**src/rtl/alu_rsv_station_pkg.sv**
```systemverilog
// Shared types for the ALU reservation station: operand/entry layout, CDB
// broadcast, the ALU issue packet, and the operand wakeup helper.
package alu_rsv_station_pkg;

    localparam int unsigned XLEN      = 32;
    localparam int unsigned ROB_TAG_W = 5;

    typedef logic [ROB_TAG_W-1:0] rob_tag_t;

    typedef enum logic [3:0] {
        AluAdd,
        AluSub,
        AluAnd,
        AluOr,
        AluXor,
        AluSll,
        AluSrl,
        AluSra,
        AluSlt,
        AluSltu
    } alu_op_e;

    // Retirement-trace sideband carried untouched to the ALU.
    typedef struct packed {
        logic [31:0] insn;
        logic [15:0] order;
    } rvfi_t;

    typedef struct packed {
        logic            rdy;
        rob_tag_t        tag;
        logic [XLEN-1:0] v;
    } rs_operand_t;

    typedef struct packed {
        alu_op_e         alu_op;
        logic [XLEN-1:0] pc;
        rob_tag_t        rob_tag;
        rvfi_t           rvfi;
        rs_operand_t     rs1;
        rs_operand_t     rs2;
    } rs_entry_t;

    typedef struct packed {
        logic            valid;
        rob_tag_t        rob_tag;
        logic [XLEN-1:0] data;
    } cdb_t;

    typedef struct packed {
        logic            valid;
        alu_op_e         alu_op;
        logic [XLEN-1:0] rs1_v;
        logic [XLEN-1:0] rs2_v;
        logic [XLEN-1:0] imm;
        logic [XLEN-1:0] pc;
        logic            use_imm;
        rob_tag_t        rob_tag;
        rvfi_t           rvfi;
    } fu_pkt_t;

    // Capture a broadcast result into a waiting operand; ready operands are untouched.
    function automatic rs_operand_t wake_operand(rs_operand_t op, cdb_t cdb);
        rs_operand_t r;
        r = op;
        if (cdb.valid && !op.rdy && (op.tag == cdb.rob_tag)) begin
            r.rdy = 1'b1;
            r.v   = cdb.data;
        end
        return r;
    endfunction

    // Immediates already sit in rs2.v, so imm/use_imm stay zero.
    function automatic fu_pkt_t to_fu_pkt(rs_entry_t e);
        fu_pkt_t p;
        p         = '0;
        p.valid   = 1'b1;
        p.alu_op  = e.alu_op;
        p.rs1_v   = e.rs1.v;
        p.rs2_v   = e.rs2.v;
        p.pc      = e.pc;
        p.rob_tag = e.rob_tag;
        p.rvfi    = e.rvfi;
        return p;
    endfunction

endpackage

```
**src/rtl/alu_rsv_station_if.sv**
```systemverilog
// Dispatch, CDB snoop and ALU issue signals of the reservation station.
interface alu_rsv_station_if
    import alu_rsv_station_pkg::*;
#(
    parameter int unsigned DEPTH = 8
) ();

    localparam int unsigned IDX_W = $clog2(DEPTH);

    logic           flush;
    logic           disp_valid;
    logic           disp_ready;
    rs_entry_t      disp_entry;
    cdb_t           cdb_in;
    logic           fu_ready;
    fu_pkt_t        alu_pkt_out;
    logic [IDX_W:0] occupancy;

    // Upstream side: dispatch stage, CDB and the ALU back-pressure.
    modport master (
        output flush,
        output disp_valid,
        input  disp_ready,
        output disp_entry,
        output cdb_in,
        output fu_ready,
        input  alu_pkt_out,
        input  occupancy
    );

    // Station side.
    modport slave (
        input  flush,
        input  disp_valid,
        output disp_ready,
        input  disp_entry,
        input  cdb_in,
        input  fu_ready,
        output alu_pkt_out,
        output occupancy
    );

endinterface

```
**src/rtl/rsv_prio_pick.sv**
```systemverilog
// Lowest-index priority picker: one-hot grant plus binary index of the first set request.
module rsv_prio_pick #(
    parameter int unsigned N     = 8,
    parameter int unsigned IDX_W = (N > 1) ? $clog2(N) : 1
) (
    input  logic [N-1:0]     req_i,
    output logic [N-1:0]     gnt_o,
    output logic [IDX_W-1:0] idx_o,
    output logic             any_o
);

    // Scan upward; the first request found wins and masks the rest.
    always_comb begin
        gnt_o = '0;
        idx_o = '0;
        any_o = 1'b0;
        for (int i = 0; i < N; i++) begin
            if (req_i[i] && !any_o) begin
                gnt_o[i] = 1'b1;
                idx_o    = IDX_W'(i);
                any_o    = 1'b1;
            end
        end
    end

endmodule

```
**src/rtl/alu_rsv_station.sv**
```systemverilog
// Reservation station in front of the single-cycle ALU: buffers micro-ops, wakes
// operands from the CDB, and issues the lowest-index ready entry into a registered
// packet that stalls while the ALU withholds fu_ready.
module alu_rsv_station
    import alu_rsv_station_pkg::*;
#(
    parameter int unsigned DEPTH = 8
) (
    input logic              clk,
    input logic              rst_n,
    alu_rsv_station_if.slave bus
);

    localparam int unsigned    IDX_W = $clog2(DEPTH);
    localparam logic [IDX_W:0] FULL  = (IDX_W + 1)'(DEPTH);

    rs_entry_t        entries_q [DEPTH];
    rs_entry_t        entries_d [DEPTH];
    logic [DEPTH-1:0] valid_q, valid_d;
    fu_pkt_t          pkt_q, pkt_d;
    logic [IDX_W:0]   occ_q, occ_d;

    logic [DEPTH-1:0] eligible;
    logic [DEPTH-1:0] alloc_gnt, sel_gnt;
    logic [IDX_W-1:0] alloc_idx, sel_idx;
    logic             alloc_any, sel_any;
    logic             disp_ready, disp_fire, load, issue;

    // Eligibility uses registered readiness only, so a wakeup is seen one cycle later.
    always_comb begin
        for (int i = 0; i < DEPTH; i++) begin
            eligible[i] = valid_q[i] & entries_q[i].rs1.rdy & entries_q[i].rs2.rdy;
        end
    end

    rsv_prio_pick #(
        .N     (DEPTH),
        .IDX_W (IDX_W)
    ) u_alloc_pick (
        .req_i (~valid_q),
        .gnt_o (alloc_gnt),
        .idx_o (alloc_idx),
        .any_o (alloc_any)
    );

    rsv_prio_pick #(
        .N     (DEPTH),
        .IDX_W (IDX_W)
    ) u_sel_pick (
        .req_i (eligible),
        .gnt_o (sel_gnt),
        .idx_o (sel_idx),
        .any_o (sel_any)
    );

    // Handshake decode; flush suppresses both dispatch and issue.
    always_comb begin
        disp_ready = (occ_q != FULL);
        disp_fire  = bus.disp_valid && disp_ready && alloc_any && !bus.flush;
        load       = !pkt_q.valid || bus.fu_ready;
        issue      = load && sel_any && !bus.flush;
    end

    // Entry array next state: wakeup, free on issue, allocate on dispatch, squash on flush.
    always_comb begin
        entries_d = entries_q;
        valid_d   = valid_q;
        for (int i = 0; i < DEPTH; i++) begin
            entries_d[i].rs1 = wake_operand(entries_q[i].rs1, bus.cdb_in);
            entries_d[i].rs2 = wake_operand(entries_q[i].rs2, bus.cdb_in);
        end
        if (issue) begin
            valid_d = valid_d & ~sel_gnt;
        end
        if (disp_fire) begin
            // Allocation targets a free slot, so it never collides with the issuing one.
            entries_d[alloc_idx]     = bus.disp_entry;
            entries_d[alloc_idx].rs1 = wake_operand(bus.disp_entry.rs1, bus.cdb_in);
            entries_d[alloc_idx].rs2 = wake_operand(bus.disp_entry.rs2, bus.cdb_in);
            valid_d                  = valid_d | alloc_gnt;
        end
        if (bus.flush) begin
            valid_d = '0;
        end
    end

    // Output register: load the selected entry (or a bubble) unless stalled.
    always_comb begin
        pkt_d = pkt_q;
        if (bus.flush) begin
            pkt_d = '0;
        end else if (load) begin
            pkt_d = sel_any ? to_fu_pkt(entries_q[sel_idx]) : '0;
        end
    end

    // Occupancy tracks accepted dispatches minus issues.
    always_comb begin
        occ_d = occ_q;
        if (bus.flush) begin
            occ_d = '0;
        end else begin
            occ_d = occ_q + {{IDX_W{1'b0}}, disp_fire} - {{IDX_W{1'b0}}, issue};
        end
    end

    // Control state with asynchronous reset.
    always_ff @(posedge clk or negedge rst_n) begin
        if (!rst_n) begin
            valid_q <= '0;
            pkt_q   <= '0;
            occ_q   <= '0;
        end else begin
            valid_q <= valid_d;
            pkt_q   <= pkt_d;
            occ_q   <= occ_d;
        end
    end

    // Payload storage needs no reset; valid_q qualifies every read.
    always_ff @(posedge clk) begin
        entries_q <= entries_d;
    end

    assign bus.disp_ready  = disp_ready;
    assign bus.alu_pkt_out = pkt_q;
    assign bus.occupancy   = occ_q;

endmodule

```
**src/flat_wrapper.sv**
```systemverilog
// flat-port wrapper written by rule: the top's interface ports become plain ports
module alu_rsv_station_flat import alu_rsv_station_pkg::*;
#(
    parameter int unsigned DEPTH = 8
)
  (clk, rst_n, bus_flush, bus_disp_valid, bus_disp_ready, bus_disp_entry, bus_cdb_in, bus_fu_ready, bus_alu_pkt_out, bus_occupancy);
  alu_rsv_station_if #(.DEPTH(DEPTH)) bus_i ();
  input logic clk;
  input logic rst_n;
  input wire logic [$bits(bus_i.flush)-1:0] bus_flush;
  input wire logic [$bits(bus_i.disp_valid)-1:0] bus_disp_valid;
  output wire logic [$bits(bus_i.disp_ready)-1:0] bus_disp_ready;
  input wire logic [$bits(bus_i.disp_entry)-1:0] bus_disp_entry;
  input wire logic [$bits(bus_i.cdb_in)-1:0] bus_cdb_in;
  input wire logic [$bits(bus_i.fu_ready)-1:0] bus_fu_ready;
  output wire logic [$bits(bus_i.alu_pkt_out)-1:0] bus_alu_pkt_out;
  output wire logic [$bits(bus_i.occupancy)-1:0] bus_occupancy;
  assign bus_i.flush = bus_flush;
  assign bus_i.disp_valid = bus_disp_valid;
  assign bus_disp_ready = bus_i.disp_ready;
  assign bus_i.disp_entry = bus_disp_entry;
  assign bus_i.cdb_in = bus_cdb_in;
  assign bus_i.fu_ready = bus_fu_ready;
  assign bus_alu_pkt_out = bus_i.alu_pkt_out;
  assign bus_occupancy = bus_i.occupancy;
  alu_rsv_station #(.DEPTH(DEPTH)) u_core (.clk(clk), .rst_n(rst_n), .bus(bus_i));
endmodule
```
**config.mk**
```make
export PLATFORM = sky130hd
export DESIGN_NAME = alu_rsv_station_flat
export DESIGN_NICKNAME = d
export VERILOG_FILES = /design/src/rtl/alu_rsv_station_pkg.sv /design/src/rtl/alu_rsv_station_if.sv /design/src/rtl/rsv_prio_pick.sv /design/src/rtl/alu_rsv_station.sv /design/src/flat_wrapper.sv
export SDC_FILE = /design/constraint.sdc
export NUM_CORES = 2
export LEC_CHECK = 0
export BUFFER_PORTS_ARGS = -buffer_cell sky130_fd_sc_hd__buf_4
export CAP_MARGIN = 20
export CORE_MARGIN = 10
export CORE_UTILIZATION = 50
export CTS_BUF_LIST = sky130_fd_sc_hd__clkbuf_8
export DETAILED_ROUTE_END_ITERATION = 8
export PLACE_DENSITY = 0.71
export SKIP_LAST_GASP = 1
export SYNTH_ARGS = -nofsm -noshare
export SYNTH_HDL_FRONTEND = slang
export SYNTH_SLANG_ARGS = --single-unit
```
**constraint.sdc**
```tcl
create_clock -name clk -period 6.26 [get_ports clk]
set_input_delay 1.252 -clock clk [delete_from_list [all_inputs] [get_ports clk]]
set_output_delay 1.252 -clock clk [all_outputs]
set_load 0.01 [all_outputs]
```
== Yosys cells after proc, flatten, opt, wreduce, memory -nomap -nowiden ==
Index checks and enable logic that the tools add are counted.

* Input bits: 208
* Bits in registers: 1519

* Multiplexer cells: 104
* $lt $le $gt $ge: 3
* Add/subtract/negate cells: 2
* Bitwise operators: 22
* Equality and inequality tests: 19
* Reductions and logical operators: 92

{| class="wikitable"
|+ Operators by type and width
! kind !! number
|-
| $bwmux 1320 || 3
|-
| $demux 165 s3 || 3
|-
| $mux 1231 || 1
|-
| $mux 32 || 20
|-
| $mux 187 || 3
|-
| $bmux 165 s3 || 1
|-
| $mux 165 || 3
|-
| $eq 5x5->1 || 18
|-
| $mux 76 || 1
|-
| $logic_and 1x1->1 || 56
|-
| $mux 1 || 52
|-
| $mux 38 || 1
|-
| $mux 3 || 12
|-
| $logic_not 1->1 || 34
|-
| $mux 8 || 3
|-
| $and 1x1->1 || 16
|-
| $not 8->8 || 2
|-
| $and 8x8->8 || 1
|-
| $ge 4x4->1 const B || 2
|-
| $not 3->4 || 2
|-
| $or 8x8->8 || 1
|-
| $add 4x1->4 || 1
|-
| $lt 4x1->1 const B || 1
|-
| $mux 4 || 1
|-
| other kinds (4) || 4
|}

== Longest topological paths before layout ==
* Depth after elaboration: 32
* Mapped depth: 15
* Mapped depth without buffers: 12

== Hierarchy ==
A second synthesis with hierarchy kept.

* Cell total of the unflattened synthesis: 4628
* Area, all modules: 64017.6 um2

{| class="wikitable"
|+ Modules (own cells, without submodules)
! module !! cells each !! area each (um2) !! instances !! sequential area each (um2)
|-
| alu_rsv_station || 4584 || 63717.4 || 1 || 38506.9
|-
| rsv_prio_pick || 22 || 150.1 || 2 || 0.0
|}

== Worst setup path after synthesis ==
OpenSTA, ideal clock, no wires.

* Path type: input-to-reg
* Start: input port bus_flush
* End: register u_core.entries_q[167] (netlist name)
* Path buffers: 2
* Stages on the path: 8
* Required time: 6.144 ns
* Library setup time: 0.116 ns
* Path slack: -0.884 ns
* Data arrival time: 7.028 ns
* Cell sequence: clkbuf_1 inv_1 nand4_1 nor3_2 mux2i_1 clkbuf_1 nor2_1 nor2_1

{| class="wikitable"
|+ RTL lines
! item !! RTL line !! text
|-
| from (decl) || flat_wrapper.sv:10 || <nowiki>input wire logic [$bits(bus_i.flush)-1:0] bus_flush;</nowiki>
|-
| to (signal assigned) || alu_rsv_station.sv:122 || <nowiki>entries_q <= entries_d;</nowiki>
|-
| to (decl) || alu_rsv_station.sv:17 || <nowiki>rs_entry_t entries_q [DEPTH];</nowiki>
|}

==> run_results.csv <==
group,metric,value,unit
floorplan,row_count,133,
placement,placedCellCount,7470,
yosys,synth.distinct_cells,60,
drt,drc_errors,0,
grt,antenna_found_initial,38,
floorplan,die_x,383,µm
sta,timing.hold.ws,0.232,ns
grt,grt_max_degree,221,
setup_path,cp_max_fo,18,
floorplan,ios,400,
sta,skew,0.0835,ns
yosys,yosys-top-cells-area,"edfxtp_1 (36%), dfxtp_1 (16%), dfrtp_1 (6.3%), mux2i_1 (4.8%), o22ai_1 (4.2%)",
yosys,synthesis.area,0.0661,mm²
yosys,netlist_instances,5888,
layout,stdcell_count,7940,
setup_path,worst-setup-path-type,"reg -> reg",
setup_path,cp-start-kind,"register",
grt,globalRouteTotalUtil,29.1,%
yosys,async_flop_share,11.2,%
drt,wl_per_cell,28.3,µm
placement,gp_congestion,0.878,
clock_network,clock_latency,1.02,ns
pwr,leakagePower,0.0290,µW
sta,hold_viol_final,0,
pwr,powerDensity,344,mW/mm²
placement,dp_hpwl,121000,µm
setup_path,rr_worst_depth,9,
clock_network,cts_inserted_buffers,235,
clock_network,h-tree-depth,4,
yosys,ys_ff_latch,1486,
yosys,ys_seq_area_share,58.3,%
grt,grt_overflow,0,
yosys,synth_area_per_cell,11.2,µm²
layout,nets,6167,
sta,layout_min_cycle_time,4.06,ns
setup_path,critPathRequiredTime,7.09,ns
layout,mostFrequentLayoutCell,"edfxtp_1",
layout,n_fill_cell,10884,
sta,drv_slew,0,
sta,finalCritPeriodShare,64.8,%
yosys,synth_edf_count,792,
floorplan,core,0.131,mm²
grt,grt_pass1_vias,51746,
sta,tightestPinTransition,1.26,ns
hold_path,worstHoldPathType,"in -> async",
clock_network,clock_sinks,1486,
layout,final_cell_mix,"edfxtp_1 (792), nor2_1 (663), dfxtp_1 (528)",
drt,first_pass_iters,7,
setup_path,critPathLaunch,"u_core.bus.occupancy[2]",
clock_network,cts-root-buf,"clkbuf_8",
sta,rsz0062_at_grt,"false",
status,status,"finished clean",
grt,grt_pass1_wl,329000,µm
floorplan,die_y,383,µm
clock_network,cts_tree,"done",
drt,vias,52324,
pwr,p_total,25600,µW
drt,drt_iter0_markers,6746,
yosys,netlist.area_leader.share,36.0,%
floorplan,fp.dieArea,0.147,mm²
yosys,yosys_most_used_dff,"edfxtp_1",
clock_network,postCtsSetupRepairBufs,0,
setup_path,crit_arrival,4.89,ns
job,cap_violations,0,
layout,drive_gt1_share,15.9,%
setup_path,regToRegStartpoint,"u_core.bus.occupancy[2]",
drt,drtAntennaViolNets,0,
setup_path,endpoint_kind,"register",
drt,totalWireLength,225000,µm
yosys,ys_warn_count,0,
clock_network,clkTransAtPathRegs,0.07,ns
floorplan,start_util,50.3,%
sta,setup_viol,0,
yosys,synth_top_cell_by_area,"edfxtp_1",
drt,routed_via_density,6.59,
sta,relSlewSlack,16.0,%
clock_network,cts-resized-gates,0,
clock_network,postCtsHoldBufs,0,
sta,fmax,246,MHz
placement,io_buffers,366,
layout,area_growth,12.5,%
pwr,vdd_ir_drop_max,0.000289,V
clock_network,clockBufferDepth,3,
## synthesized netlist by cell type (112+ instances only)
cell type,number
o221ai_1,153
mux2_2,157
and3_1,157
nor3_1,158
a21oi_1,151
o21ai_0,155
nor2_1,668
mux2i_1,318
o22ai_1,448
clkbuf_1,463
o31ai_1,153
o2bb2ai_1,153
or4_1,153
edfxtp_1,792
nand2_1,302
a21boi_0,144
dfxtp_1,528
o211a_1,153
dfrtp_1,166
buf_2,112
## metrics by stage
step                instance area, µm²  TNS [ns]  setup WS [ns]  util, %
floorplan                        66200   -116.13         -0.818        -
global placement                 69500         0           1.69     52.9
detailed placement               69600         0           1.69     53.0
CTS                              74200         0           2.25     56.5
global route                     74300         0           2.05     56.6
finish                           74300         0           2.20     56.6
## report_power, final
group          total [µW]  internal (µW)  switching [µW]
combinational        4820           2060            2750
sequential          12600          11700             813
clock                8230           4160            4080
total               25600          18000            7640
## metal layers
layer / up-vias / GRT usage (%) / part of all wire [%] / wire [µm]
met2: 3419 / 44.8 / 45 / 102000
li1: 22358 / - / - / -
met5: - / 0 / 0.087 / 195
met4: 34 / 13.9 / 4.0 / 8950
met1: 25828 / 37.3 / 38 / 86100
met3: 685 / 8.88 / 12 / 27200
## cell type report
class                           instances  area (µm²)  share of cell area, %
Clock inverter                        179        1050                   1.41
Tap cell                             1755        2200                   2.95
Sequential cell                      1486       38500                   51.8
Antenna cell                           26        65.1                 0.0875
Clock buffer                          264        3630                   4.89
Multi-Input combinational cell       3728       24900                   33.5
Timing Repair Buffer                  458        3820                   5.14
Inverter                               44         168                  0.226
## worst max-delay path, stage by stage, from the launching register on
cell and delay, ns:
dfrtp_1 0.35, inv_1 0.07, ha_1 0.20, or3b_2 0.27
nand4_1 0.35, nor3b_2 0.98, nand2_1 0.90, buf_4 0.52
o22ai_1 0.16, nor2_1 0.07
## logic make-up (layout without fill, tap and decap cells)
family / count (synthesis) / in the layout / share of synthesized area, %
flops: 1486 / 1486 / 58.3
simple gates: 1526 / 1526 / 10.9
xor+xnor: 92 / 92 / 1.22
fa+ha+maj: 6 / 6 / 0.125
mux: 475 / 475 / 7.50
other cells: 1 / 59 / 0.00568
compound gates: 1596 / 1596 / 17.3
buf+inv: 706 / 945 / 4.66
## worst paths after layout
| kind | to | slack [ns] |
|---|---|---|
| hold / removal | u_core.bus.alu_pkt_out[163] | 0.23 |
| hold reg to reg | u_core.bus.alu_pkt_out[132] | 0.49 |
| min in group clk | register | 0.47 |
| setup reg to reg | u_core.entries_q[29] | 2.20 |
| max in group asynchronous | u_core.bus.alu_pkt_out[82] | 4.64 |
| setup / recovery | u_core.entries_q[29] | 2.20 |
Power figures use the tool's default switching activity.
